===== src/rtl/imm_seq_pkg.sv =====
// Shared encodings for the immediate-instruction sequencer: opcodes,
// ALU operation codes and the sequencer state type.
package imm_seq_pkg;

  localparam logic [3:0] OP_NOP  = 4'h0;
  localparam logic [3:0] OP_LIT  = 4'h1;
  localparam logic [3:0] OP_ADDI = 4'h2;
  localparam logic [3:0] OP_SUBI = 4'h3;
  localparam logic [3:0] OP_ANDI = 4'h4;
  localparam logic [3:0] OP_ORI  = 4'h5;
  localparam logic [3:0] OP_CMPI = 4'h6;
  localparam logic [3:0] OP_JMP  = 4'h7;
  localparam logic [3:0] OP_JC   = 4'h8;
  localparam logic [3:0] OP_JZ   = 4'h9;
  localparam logic [3:0] OP_HALT = 4'hF;

  localparam logic [2:0] ALU_ADD  = 3'd0;
  localparam logic [2:0] ALU_SUB  = 3'd1;
  localparam logic [2:0] ALU_AND  = 3'd2;
  localparam logic [2:0] ALU_OR   = 3'd3;
  localparam logic [2:0] ALU_PASS = 3'd4;

  typedef enum logic [2:0] {
    S_FETCH   = 3'd0,
    S_DECODE  = 3'd1,
    S_EXEC    = 3'd2,
    S_OPERAND = 3'd3,
    S_HALT    = 3'd4
  } seq_state_t;

  // Two-byte instructions whose second byte is a jump target.
  function automatic logic is_jump(input logic [3:0] op);
    return (op == OP_JMP) || (op == OP_JC) || (op == OP_JZ);
  endfunction

endpackage


===== src/rtl/imm_seq_decode.sv =====
// Pure combinational opcode decode: datapath enables for an instruction
// as they would apply in its EXEC cycle, plus the undefined-opcode flag.
module imm_seq_decode
  import imm_seq_pkg::*;
#(
  parameter int OP_W = 4
) (
  input  logic [OP_W-1:0] i_op,
  output logic            o_imm_sel,
  output logic [2:0]      o_alu_op,
  output logic            o_acc_load,
  output logic            o_flags_load,
  output logic            o_undef
);

  // Opcode to enables; defaults describe a NOP.
  always_comb begin
    o_imm_sel    = 1'b0;
    o_alu_op     = ALU_ADD;
    o_acc_load   = 1'b0;
    o_flags_load = 1'b0;
    o_undef      = 1'b0;
    case (i_op)
      OP_LIT: begin
        o_imm_sel  = 1'b1;
        o_alu_op   = ALU_PASS;
        o_acc_load = 1'b1;
      end
      OP_ADDI: begin o_alu_op = ALU_ADD; o_acc_load = 1'b1; o_flags_load = 1'b1; end
      OP_SUBI: begin o_alu_op = ALU_SUB; o_acc_load = 1'b1; o_flags_load = 1'b1; end
      OP_ANDI: begin o_alu_op = ALU_AND; o_acc_load = 1'b1; o_flags_load = 1'b1; end
      OP_ORI:  begin o_alu_op = ALU_OR;  o_acc_load = 1'b1; o_flags_load = 1'b1; end
      OP_CMPI: begin o_alu_op = ALU_SUB; o_flags_load = 1'b1; end
      OP_NOP, OP_JMP, OP_JC, OP_JZ, OP_HALT: ;
      default: o_undef = 1'b1;
    endcase
  end

endmodule


===== src/rtl/imm_seq_ctrl.sv =====
// Fetch/decode/execute sequencer: owns PC and IR, issues one-cycle
// accumulator/flag strobes in EXEC and resolves two-byte jumps in OPERAND.
module imm_seq_ctrl
  import imm_seq_pkg::*;
#(
  parameter int PC_W = 8,
  parameter int OP_W = 4
) (
  input  logic            clk,
  input  logic            reset_n,
  input  logic            run,
  input  logic [7:0]      rom_data,
  input  logic            carry,
  input  logic            zero,
  output logic [PC_W-1:0] rom_addr,
  output logic [3:0]      imm,
  output logic            imm_sel,
  output logic [2:0]      alu_op,
  output logic            acc_load,
  output logic            flags_load,
  output logic            halted,
  output logic            illegal
);

  seq_state_t      r_state, w_state_nxt;
  logic [PC_W-1:0] r_pc, w_pc_nxt;
  logic [7:0]      r_ir, w_ir_nxt;
  logic            r_illegal, w_illegal_nxt;

  logic [OP_W-1:0] w_op;
  logic            w_dec_imm_sel, w_dec_acc_load, w_dec_flags_load, w_dec_undef;
  logic [2:0]      w_dec_alu_op;
  logic            w_taken;
  logic            w_in_exec;

  assign w_op = r_ir[7 -: OP_W];

  imm_seq_decode #(.OP_W(OP_W)) u_decode (
    .i_op         (w_op),
    .o_imm_sel    (w_dec_imm_sel),
    .o_alu_op     (w_dec_alu_op),
    .o_acc_load   (w_dec_acc_load),
    .o_flags_load (w_dec_flags_load),
    .o_undef      (w_dec_undef)
  );

  // Flags are only consulted here, in the OPERAND cycle.
  assign w_taken = (w_op == OP_JMP) ||
                   ((w_op == OP_JC) && carry) ||
                   ((w_op == OP_JZ) && zero);

  // State, PC, IR and sticky illegal registers.
  always_ff @(posedge clk or negedge reset_n) begin
    if (!reset_n) begin
      r_state   <= S_FETCH;
      r_pc      <= '0;
      r_ir      <= '0;
      r_illegal <= 1'b0;
    end else begin
      r_state   <= w_state_nxt;
      r_pc      <= w_pc_nxt;
      r_ir      <= w_ir_nxt;
      r_illegal <= w_illegal_nxt;
    end
  end

  // Next-state logic; run is only looked at in FETCH, HALT is terminal.
  always_comb begin
    w_state_nxt   = r_state;
    w_pc_nxt      = r_pc;
    w_ir_nxt      = r_ir;
    w_illegal_nxt = r_illegal;
    case (r_state)
      S_FETCH: begin
        if (run) begin
          w_ir_nxt    = rom_data;
          w_pc_nxt    = r_pc + 1'b1;
          w_state_nxt = S_DECODE;
        end
      end
      S_DECODE: begin
        if (w_dec_undef) w_illegal_nxt = 1'b1;
        if (is_jump(4'(w_op)))      w_state_nxt = S_OPERAND;
        else if (w_op == OP_HALT)   w_state_nxt = S_HALT;
        else                        w_state_nxt = S_EXEC;
      end
      S_EXEC: w_state_nxt = S_FETCH;
      S_OPERAND: begin
        // Not taken still consumes the operand byte (wraps at the top).
        w_pc_nxt    = w_taken ? PC_W'(rom_data) : r_pc + 1'b1;
        w_state_nxt = S_FETCH;
      end
      S_HALT: w_state_nxt = S_HALT;
      default: w_state_nxt = S_FETCH;
    endcase
  end

  // Strobes derive from state + IR only, so reset removes them at once.
  assign w_in_exec  = (r_state == S_EXEC);
  assign imm_sel    = w_in_exec & w_dec_imm_sel;
  assign alu_op     = w_in_exec ? w_dec_alu_op : ALU_ADD;
  assign acc_load   = w_in_exec & w_dec_acc_load;
  assign flags_load = w_in_exec & w_dec_flags_load;
  assign rom_addr   = r_pc;
  assign imm        = r_ir[3:0];
  assign halted     = (r_state == S_HALT);
  assign illegal    = r_illegal;

endmodule


===== config.mk =====
export PLATFORM = sky130hd
export DESIGN_NAME = imm_seq_ctrl
export DESIGN_NICKNAME = d
export VERILOG_FILES = /design/src/rtl/imm_seq_pkg.sv /design/src/rtl/imm_seq_decode.sv /design/src/rtl/imm_seq_ctrl.sv
export SDC_FILE = /design/constraint.sdc
export NUM_CORES = 1
export LEC_CHECK = 0
export CAP_MARGIN = 20
export CORE_MARGIN = 5
export CORE_UTILIZATION = 35
export CTS_CLUSTER_SIZE = 30
export DETAILED_ROUTE_END_ITERATION = 10
export GPL_TIMING_DRIVEN = 0
export PLACE_DENSITY = 0.59
export SKIP_LAST_GASP = 1
export SLEW_MARGIN = 40
export SYNTH_ARGS = -nofsm -noshare
export SYNTH_HDL_FRONTEND = slang
export SYNTH_SLANG_ARGS = --single-unit

===== constraint.sdc =====
create_clock -name clk -period 3.7 [get_ports clk]
set_input_delay 0.37 -clock clk [delete_from_list [all_inputs] [get_ports clk]]
set_output_delay 0.37 -clock clk [all_outputs]
set_load 0.03 [all_outputs]

==> results of run 1 <==
[final cells by class]
type / instances / area (um^2)
repair buffers: 32 / 315
clock inverters: 1 / 30.0
clock buffers: 3 / 22.5
well taps: 46 / 57.6
multi-input cells: 95 / 647
plain buffers: 11 / 76.3
flip-flops and latches: 20 / 500
fillers: 333 / 1710
[critical path: cells and delay by family, from the launching register on]
kind / cells / cell delay (ns)
simple gates: 1 / 0.52
compound gates: 1 / 0.25
flops: 1 / 0.37
buf+inv: 3 / 1.07
[report_power, final]
group	total (mW)	switching, mW	leakage (nW)	internal, mW
combinational	0.749	0.419	0.402	0.330
sequential	0.410	0.102	0.244	0.308
clock	0.178	0.0682	0.0279	0.109
[path summary, 6_finish.rpt]
kind	endpoint	slack, ns	cells after the start
worst max-delay path	acc_load	0.82	5
worst min-delay path	r_ir[3]	-0.004	1
worst max register to register	rom_addr[2]	1.95	5
worst min register to register	r_ir[1]	0.49	2
max in group asynchronous	rom_addr[6]	3.38	1
min in group clk	r_ir[1]	0.49	2
[cell usage in the layout, fill, tap and decap left out, drive strengths merged, types with 2 or more instances in the layout]
master,netlist,routed
dfrtp,20,20
nor3b,3,3
nand3,4,4
nor4b,2,2
or4b,2,2
nand2,31,31
mux2,2,2
nor3,4,4
nand4,2,2
nor2,5,5
nand3b,2,2
clkdlybuf4s50,0,31
a21oi,4,4
and3,3,3
buf,10,11
o211ai,2,2
a211oi,4,4
o21ai,4,4
clkbuf,1,4
[logic make-up after synthesis]
| logic type | after synthesis | synth area share, % |
|---|---|---|
| buffers and inverters | 11 | 6.24 |
| AOI/OAI and AO/OA | 26 | 18.8 |
| and+or+nand+nor | 64 | 29.4 |
| xor gates and xnor gates | 2 | 1.43 |
| muxes | 2 | 2.15 |
| DFF | 20 | 40.9 |
| adders and majority gates | 1 | 1.02 |
[synthesized netlist by cell type (2+ instances only)]
cell,count
nand2_1,30
nand3b_1,2
dfrtp_1,20
o211ai_1,2
buf_6,2
buf_2,4
o21ai_0,3
nand3_1,4
buf_4,4
nand4_1,2
a21oi_1,4
nor3b_1,3
nor3_1,4
and3_1,2
nor2_1,4
a211oi_1,3
[flip-flops by register name, indices dropped and copies added, names as in the netlist]
name      cells
r_ir          8
rom_addr      8
r_state       3
illegal       1
[layer usage]
layer	GRT usage, %	wire (um)	share of wire, %	up-vias
li1	-	-	-	535
met1	18.1	1420	49	503
met2	19.7	1300	45	26
met3	3.20	149	5.1	4
met4	4.77	33	1.1	0
met5	0	0	0	-
==> results_dict.tcl, run 1 <==
set metrics [dict create \
    grt_max_degree 21 \
    clk_latency_ns 0.30 \
    finalPower_mw 1.34 \
    overflow 0 \
    synthToLayoutAreaGrowth_pct 34.8 \
    vias_per_cell 5.13 \
    setup_slack_ns 0.821 \
    end_kind "output pin" \
    cts_tree "done" \
    synth.cell_area_mm2 0.00122 \
    violations "hold timing" \
    antenna_found_initial 0 \
    final-setup-viol-count 0 \
    synth.net_count 140 \
    rsz0062_at_grt "no" \
    max_cap_violations 0 \
    slew_viol_final 0 \
    cts_max_level 1 \
    synth_area_leader_cell "dfrtp_1" \
    power_density_mw_per_mm2 811 \
    grtUsageTotal_pct 13.1 \
    fp.dieH_um 69.1 \
    clkSinkCount 20 \
    first_pass_iters 4 \
    synth.distinct_cells 49 \
    r2r-start "r_ir[4]" \
    portBuffers 32 \
    dp_cells 204 \
    peakVddDrop_uv 304 \
    rows 21 \
    final_util_pct 49.0 \
    synth_warnings 0 \
    dp.final_hpwl_mm 2.24 \
    stdcell_count 208 \
    skew_ns 0.00839 \
    die_w_um 69.1 \
    status "finished, violations left" \
    worstPathArrival_ns 2.51 \
    required_ns 3.33 \
    clk_path_buf_depth 2 \
    synth-edff-count 0 \
    vias 1068 \
    ctsHoldBuffers 0 \
    drtIter0Drc 51 \
    p_leak_nw 0.674 \
    gp_congestion 0.857 \
    ys_async_sr_fraction_pct 100 \
    start_util_pct 36.4 \
    antenna_cells 0 \
    grt_pass1_wl_mm 5.24 \
    hp-class "in -> async" \
    clockRootBuffer "clkbuf_4" \
    routed_wl_mm 2.90 \
    drive_gt1_share_pct 15.4 \
    die_area_mm2 0.00478 \
    finalHoldViolCount 12 \
    crit_chain "buf_2 > or4b_1 > clkbuf_1 > a211oi_1 > clkdlybuf4s50_1" \
    syn_area_per_cell_um2 9.71 \
    pin_count 33 \
    ys_ff_latch 20 \
    synth_top_area_share_pct 40.9 \
    startpoint_type "register" \
    fmaxAchievable_mhz 347 \
    cts.clk_slew.worst_paths_ns 0.12 \
    nets 177 \
    synthTopCellsByArea "dfrtp_1, nand2_1, buf_4" \
    cp-startpoint "r_ir[7]" \
    synth_seq_area_share_pct 40.9 \
    syn_inst 126 \
    synthFlopType "dfrtp_1" \
    wl_per_cell_um 14.0 \
    finalSetupTns_ns 0 \
    cts_resized 0 \
    dpl_cell_area_mm2 0.00160 \
    finalInstanceArea_mm2 0.00165 \
    drc 0 \
    post-cts-setup-buffers 0 \
    cpPeakStageDelay_ns 0.72 \
    antenna_left 0 \
    post-route-period-util_pct 77.8 \
    critical_path_class "reg -> out" \
    grt_pass1_vias 1094 \
    cp_max_fo 10 \
    place_ws_ns 1.18 \
    cts_made_buffers 3 \
    slew_headroom_pct 68.8 \
    fin_crit_ns 2.88 \
    slowest_stage "clkdlybuf4s50_1" \
    core_area_mm2 0.00336 \
    hold-worst-slack_ns -0.00384 \
    tightest_slew_ns 0.466 \
]
(Power assumes the default switching activity.)
==> inputs of run 2 (changes only) <==
==> constraint.sdc (replaced) <==
create_clock -name clk -period 2.9 [get_ports clk]
set_input_delay 0.29 -clock clk [delete_from_list [all_inputs] [get_ports clk]]
set_output_delay 0.29 -clock clk [all_outputs]
set_load 0.03 [all_outputs]
==> results_dict.tcl, run 2 (synthesis results as in run 1) <==
set metrics [dict create \
    final-setup-viol-count 0 \
    drive_gt1_share_pct 15.3 \
    worstPathArrival_ns 2.44 \
    hp-class "in -> async" \
    slew_viol_final 0 \
    die_w_um 69.1 \
    cts_max_level 1 \
    post-route-period-util_pct 94.0 \
    nFillCells 331 \
    layout_common_cells "nand2_1, clkdlybuf4s50_1, dfrtp_1" \
    swShare_pct 44.1 \
    slew_headroom_pct 68.8 \
    portBuffers 32 \
    power_density_mw_per_mm2 1030 \
    power.internal_mw 0.954 \
    finalSetupTns_ns 0 \
    required_ns 2.61 \
    finalHoldViolCount 0 \
    comb_power_share_pct 56.0 \
    overflow 0 \
    clk_latency_ns 0.30 \
    antenna_cells 0 \
    p_clk_share_pct 13.3 \
    skew_ns 0.00839 \
    first_pass_iters 4 \
    core_area_mm2 0.00336 \
    fp.dieH_um 69.1 \
    cts_made_buffers 3 \
    vias_per_cell 5.11 \
    final_util_pct 49.4 \
    max_cap_violations 0 \
    synthToLayoutAreaGrowth_pct 35.8 \
    antenna_found_initial 0 \
    grt_pass1_vias 1097 \
    cts.clk_slew.worst_paths_ns 0.12 \
    dp.final_hpwl_mm 2.24 \
    dp_cells 204 \
    p_leak_nw 0.696 \
    nets 178 \
    antenna_left 0 \
    vias 1069 \
    pin_count 33 \
    post-cts-setup-buffers 0 \
    critical_path_class "reg -> out" \
    grtUsageTotal_pct 13.1 \
    start_util_pct 36.4 \
    stdcell_count 209 \
    fin_crit_ns 2.73 \
    peakVddDrop_uv 368 \
    grt_max_degree 21 \
    p_switching_mw 0.752 \
    end_kind "output pin" \
    routed_wl_mm 2.90 \
    cts_tree "done" \
    seqPwrFrac_pct 30.7 \
    wl_per_cell_um 13.9 \
    status "finished clean" \
    gp_congestion 0.857 \
    startpoint_type "register" \
    clockRootBuffer "clkbuf_4" \
    hold-worst-slack_ns 0.450 \
    clk_path_buf_depth 2 \
    die_area_mm2 0.00478 \
    clkSinkCount 20 \
    grt_pass1_wl_mm 5.25 \
    tightest_slew_ns 0.466 \
    rows 21 \
    cp_max_fo 10 \
    fmaxAchievable_mhz 367 \
    drtIter0Drc 59 \
    rsz0062_at_grt "no" \
    drc 0 \
]
-- run 2: metrics by stage --
step | power [mW] | setup WS (ns) | instance area, um^2
after floorplan | 1.17 | 0.671 | 1220
after global placement | 1.48 | 0.462 | 1600
after detailed placement | 1.49 | 0.464 | 1600
after CTS | 1.72 | 0.0853 | 1660
after global routing | 1.83 | 0.0144 | 1660
final | 1.71 | 0.173 | 1660
-- run 2: path summary, 6_finish.rpt --
check                             start          end  slack (ns)  cells past startpoint
worst max-delay path            r_ir[7]   flags_load        0.17                      5
worst min-delay path            reset_n      r_ir[3]        0.45                      2
worst min register to register  r_ir[1]      r_ir[1]        0.49                      2
worst max register to register  r_ir[4]  rom_addr[2]        1.15                      5
max in group asynchronous       reset_n  rom_addr[6]        2.13                      2
min in group clk                r_ir[1]      r_ir[1]        0.49                      2
-- run 2: final cells by class --
type                            count  area [um^2]  share of cell area [%]
Timing Repair Buffer               33          328                    19.7
Clock inverter                      1         30.0                    1.81
Buffer                             11         76.3                    4.59
Clock buffer                        3         22.5                    1.36
Sequential cell                    20          500                    30.1
Tap cell                           46         57.6                    3.46
Multi-Input combinational cell     95          647                    38.9
-- run 2: timing repair --
action | in CTS | in global routing
endpoints found under the setup margin | 0 | 1
endpoints found under the hold margin | 20 | 0
hold buffers | 1 | 0
resized for setup | 0 | 1
-- run 2: power groups by stage --
stage	combinational, mW	sequential [mW]	clock, mW
after floorplan	0.582	0.591	0
final	0.956	0.523	0.227
after global placement	0.956	0.519	0
after detailed placement	0.962	0.529	0
after CTS	0.964	0.525	0.232
after global routing	1.05	0.547	0.243
-- run 2: metal layers --
metal,vias to the layer above,wire length [um],global-route usage (%)
met5,-,0,0
met4,0,33,4.77
met3,4,149,3.20
met2,26,1300,19.7
met1,501,1420,18.2
li1,538,-,-
-- run 2: worst max-delay path, stage by stage, from the launching register on --
cell and delay (ns):
dfrtp_1 0.37, buf_2 0.18, or4b_1 0.52, clkbuf_1 0.17, nor3_1 0.20, clkdlybuf4s50_1 0.69
==> edit 1, RTL diff (flow settings as in run 1) <==
Take the reset off `r_pc` and `r_ir` and load them in a clocked block of their own.
--- a/src/rtl/imm_seq_ctrl.sv
+++ b/src/rtl/imm_seq_ctrl.sv
@@ -55,4 +55,2 @@
       r_state   <= S_FETCH;
-      r_pc      <= '0;
-      r_ir      <= '0;
       r_illegal <= 1'b0;
@@ -60,6 +58,9 @@
       r_state   <= w_state_nxt;
-      r_pc      <= w_pc_nxt;
-      r_ir      <= w_ir_nxt;
       r_illegal <= w_illegal_nxt;
     end
+  end
+
+  always_ff @(posedge clk) begin
+    r_pc <= w_pc_nxt;
+    r_ir <= w_ir_nxt;
   end
Check against the original RTL: not equivalent (Yosys sat finds a counterexample within 4 cycles, from zero or initial values and one cycle with reset_n low).
==> edit 1 against run 1 <==
  * Area after synthesis shrank 12%
  * Sequential cell count unchanged
  * Largest power group unchanged
  * Final area shrank 9.3%
  * Worst hold slack better by 0.24 ns
  * Worst setup slack got worse by 0.098 ns
  * Routed wire length decreased by 27%
  * Sequential power grew 6.8%
  * Power fell by 13%
  * Highest routed layer unchanged
  * Critical path type unchanged
  * Critical endpoint unchanged
  * Largest cell class is now registers
  * First-iteration DRC count is 5.9% lower
==> edit 1: results (changes against run 1) <==
INFO  place          gp_congestion=0.734 [-14%]
INFO  synth          synth_net_count=101 [-28%]
INFO  global_routing global_route.usage.total=10.6% [-2.5 points]
INFO  layout         fillers=295 [-11%]
INFO  routing        total_wire_length=2.13mm [-27%]
INFO  place          placed_area=0.00144mm^2 [-9.6%]
INFO  synth          synth_async_sr_flop_share=20.0% [-80 points]
INFO  routing        drt-vias-per-instance=5.00 [-2.6%]
INFO  sta            clock_skew=0.0222ns [+0.0138 ns]
INFO  cts            cts.root.buffer_cell=sky130_fd_sc_hd__clkbuf_4
INFO  global_routing grt_pass1_wl=3.48mm [-34%]
INFO  min_path       hold_path.class=in -> async
INFO  cts            htree_levels=1 [unchanged]
INFO  synth          yosysWarningCount=0 [unchanged]
INFO  routing        drtPass1Iterations=4 [unchanged]
INFO  setup_path     critical-path-top-delay-family=buffers and inverters
INFO  synth          synth.distinct_cells=32 [-35%]
INFO  place          portBuffers=32 [unchanged]
INFO  cts            post_cts_resized=0 [unchanged]
INFO  cts            post_cts.repair.setup_buffers=0 [unchanged]
INFO  layout         final_layout_size_suffix_gt1_share=18.7% [+3.3 points]
INFO  power          worst_ir_drop_vdd=445uV [+46%]
INFO  cts            insertion_delay=0.31ns
INFO  synth          synth.top_cells.by_count=16 x sky130_fd_sc_hd__edfxtp_1, 7 x sky130_fd_sc_hd__mux2_4, 5 x sky130_fd_sc_hd__nand2_1, 5 x sky130_fd_sc_hd__nand3_1
INFO  place          place_hpwl=1.59mm [-29%]
INFO  setup_path     cpPeakStageDelay=0.71ns
INFO  synth          synth_enable_flop_cells=16 [+16]
INFO  layout         diodes=0 [unchanged]
INFO  global_routing first_global_vias=765 [-30%]
INFO  cts            cts_inserted_buffers=3 [unchanged]
INFO  layout         num-nets-final=138 [-22%]
INFO  global_routing antenna_found_initial=0 [unchanged]
INFO  place          post_place_setup_slack=1.08ns [-0.108 ns]
INFO  routing        initialDrtViolationCount=48 [-5.9%]
INFO  power          p_leak=0.000584uW [-13%]
INFO  sta            worst_slew_pin_slew=0.366ns [-0.100 ns]
INFO  cts            cts.clk_slew.worst_paths=0.14ns [+0.02 ns]
INFO  status         outcome=finished clean
INFO  cts            clockBufferDepth=2 [unchanged]
INFO  synth          yosysSeqAreaShare=53.6% [+13 points]
INFO  setup_path     cp_max_fo=8 [-2]
INFO  global_routing pin_count_of_the_biggest_net_entering_global_routing=13 [-38%]
INFO  synth          synth_flop_cell=sky130_fd_sc_hd__edfxtp_1
INFO  synth          most_area_consuming_cells_after_synthesis=sky130_fd_sc_hd__edfxtp_1 44%, sky130_fd_sc_hd__mux2_4 9.7%, sky130_fd_sc_hd__dfrtp_1 9.2%
INFO  setup_path     worst_ep_arrival_time=2.61ns [+0.10 ns]
INFO  setup_path     worst_path_max_delay_cell=sky130_fd_sc_hd__clkdlybuf4s50_1
## edit 1: power breakdown
part | total (uW) | internal (uW) | switching (uW) | leakage, uW
clock network | 182 | 110 | 72.2 | 0.0000279
registers | 438 | 361 | 76.9 | 0.000200
logic | 550 | 273 | 277 | 0.000356
total | 1170 | 744 | 426 | 0.000584
## edit 1: cell type report
cell class | instances | area (um^2) | area share (%)
Sequential cell | 20 | 581 | 38.8
Inverter | 2 | 7.51 | 0.502
Clock buffer | 3 | 22.5 | 1.51
Multi-Input combinational cell | 56 | 428 | 28.6
Clock inverter | 1 | 30.0 | 2.01
Timing Repair Buffer | 32 | 320 | 21.4
Tap cell | 33 | 41.3 | 2.76
Buffer | 9 | 66.3 | 4.43
## edit 1: cells by family (layout without fill, tap and decap cells)
logic type	Yosys count	in the layout	share of synthesized area, %
muxes	9	9	11.6
and+or+nand+nor	32	32	17.5
adders and majority gates	1	1	1.16
AOI/OAI and AO/OA	8	8	4.51
DFF	20	20	53.6
buffers and inverters	11	47	6.82
xor gates and xnor gates	6	6	4.86
## edit 1: worst paths after layout
path                            startpoint          end  slack [ns]  depth (start not counted)
max in group asynchronous          reset_n   r_state[1]        3.30                          1
worst min register to register     illegal      illegal        0.48                          1
worst max register to register     r_ir[5]  rom_addr[4]        1.85                          6
worst min-delay path               reset_n   r_state[0]        0.24                          1
worst max-delay path               r_ir[7]     acc_load        0.72                          4
min in group clk                   illegal      illegal        0.48                          1
## edit 1: stage by stage
stage | instances | total power, uW
global route | 156 | 1240
floorplan | 87 | 804
finish | 156 | 1170
global placement | 152 | 990
CTS | 156 | 1180
detailed placement | 152 | 996
## edit 1: layer usage
metal  GRT usage, %  wire length [um]
met2           17.4              1000
met4           3.11                 9
met3           4.10               161
met1           12.8               952
met5              0                 0
==> edit 2, RTL diff (flow settings as in run 1) <==
Made on the original files. `OP_W` is set to 4 in 2 places; all go to 6.
--- a/src/rtl/imm_seq_decode.sv
+++ b/src/rtl/imm_seq_decode.sv
@@ -5,3 +5,3 @@
 #(
-  parameter int OP_W = 4
+  parameter int OP_W = 6
 ) (
--- a/src/rtl/imm_seq_ctrl.sv
+++ b/src/rtl/imm_seq_ctrl.sv
@@ -6,3 +6,3 @@
   parameter int PC_W = 8,
-  parameter int OP_W = 4
+  parameter int OP_W = 6
 ) (
Formal check against the unedited RTL: not equivalent (Yosys sat finds a counterexample within 4 cycles, from zero or initial values and one cycle with reset_n low).
==> edit 2 against run 1 <==
  * The flow still finishes with violations (hold timing)
  * Cell count is 3.8% higher
  * Sequential cell count did not move
  * Count of clock-buffer cells in the layout rose by 1
  * Die area down 2.5%
  * Power fell by 11%
  * Area after synthesis is 2.9% lower
  * Routed wire length rose by 0.59%
  * Worst setup slack better by 0.26 ns
  * Final area decreased by 3.1%
  * Critical path type unchanged
  * Critical endpoint unchanged
==> edit 2: results (changes against run 1) <==
INFO  status         outcome=finished, violations left
INFO  status         violations=hold timing
INFO  routing        wl_met2=1.33mm [+2.1%]
INFO  global_routing grt_pass1_wl=4.97mm [-5.0%]
INFO  global_routing grt_met2_usage=22.5% [+2.8 points]
INFO  synth          post_synth.cell_area_avg=8.87um^2 [-8.7%]
INFO  setup_path     cpPeakStageDelay=0.70ns [-0.02 ns]
INFO  place          gp_congestion=0.830 [-3.2%]
INFO  place          placed_area=0.00156mm^2 [-2.2%]
INFO  sta            hold_slack=-0.00721ns [-0.00336 ns]
INFO  layout         final_layout_size_suffix_gt1_share=12.4% [-3.1 points]
INFO  power          power.share.sequential=32.2% [+1.5 points]
INFO  routing        drt-vias-per-instance=5.09 [-0.91%]
INFO  global_routing first_global_vias=1100 [+0.55%]
INFO  sta            clock_skew=0.00774ns [-0.000654 ns]
INFO  layout         fillers=357 [+7.2%]
INFO  synth          arithmetic_cell_share_of_the_synthesized_area_counting_full_adders_half_adders_and_majority_gates=1.05% [+0.030 points]
INFO  sta            hold_viol=11 [-1]
INFO  power          p_leak=0.000659uW [-2.2%]
INFO  routing        route.detailed.wl_per_inst=13.5um [-3.1%]
INFO  routing        total_wire_length=2.92mm [+0.59%]
INFO  routing        drt-met1-wl=1.41mm [-0.28%]
INFO  routing        initialDrtViolationCount=78 [+53%]
INFO  place          placedCellCount=212 [+3.9%]
INFO  setup_path     rr_startpoint=r_ir[2]
INFO  place          post_place_setup_slack=1.42ns [+0.237 ns]
INFO  setup_path     reg2reg_setup_slack=1.67ns [-0.28 ns]
INFO  power          power.share.switching=45.2% [+1.1 points]
INFO  synth          yosysSeqAreaShare=42.1% [+1.2 points]
INFO  power          pg_comb=677uW [-9.6%]
INFO  synth          synth.top_cells.by_count=34 x sky130_fd_sc_hd__nand2_1, 20 x sky130_fd_sc_hd__dfrtp_1, 7 x sky130_fd_sc_hd__nor2_1
INFO  power          worst_ir_drop_vdd=348uV [+14%]
INFO  synth          synth_xor_area_share=2.21% [+0.78 points]
INFO  global_routing grt.met3_usage=2.63% [-0.57 points]
==> edit 2: final cells by class <==
cell class | count | area [um^2] | share of cell area (%)
clock buffer | 4 | 36.3 | 2.27
inverter | 1 | 3.75 | 0.235
tap | 46 | 57.6 | 3.60
buffer | 12 | 77.6 | 4.86
timing repair buffer | 32 | 315 | 19.7
multi-input combinational | 101 | 607 | 38.0
sequential | 20 | 500 | 31.3
==> edit 2: worst max path at each step <==
stage | endpoint | start | depth (start not counted)
after floorplan | acc_load | r_ir[5] | 3
after global placement | acc_load | r_ir[5] | 4
after detailed placement | acc_load | r_ir[5] | 4
after CTS | acc_load | r_ir[5] | 4
after global routing | acc_load | r_ir[5] | 4
final | acc_load | r_ir[5] | 4
==> edit 2: cell families (layout without fill, tap and decap cells) <==
family,count (synthesis),count (layout)
adder cells (fa/ha/maj),1,1
AND/OR/NAND/NOR,66,66
XOR/XNOR,3,3
flip-flops,20,20
multiplexers,2,2
AO/OA/AOI/OAI,29,29
buffers and inverters,13,49
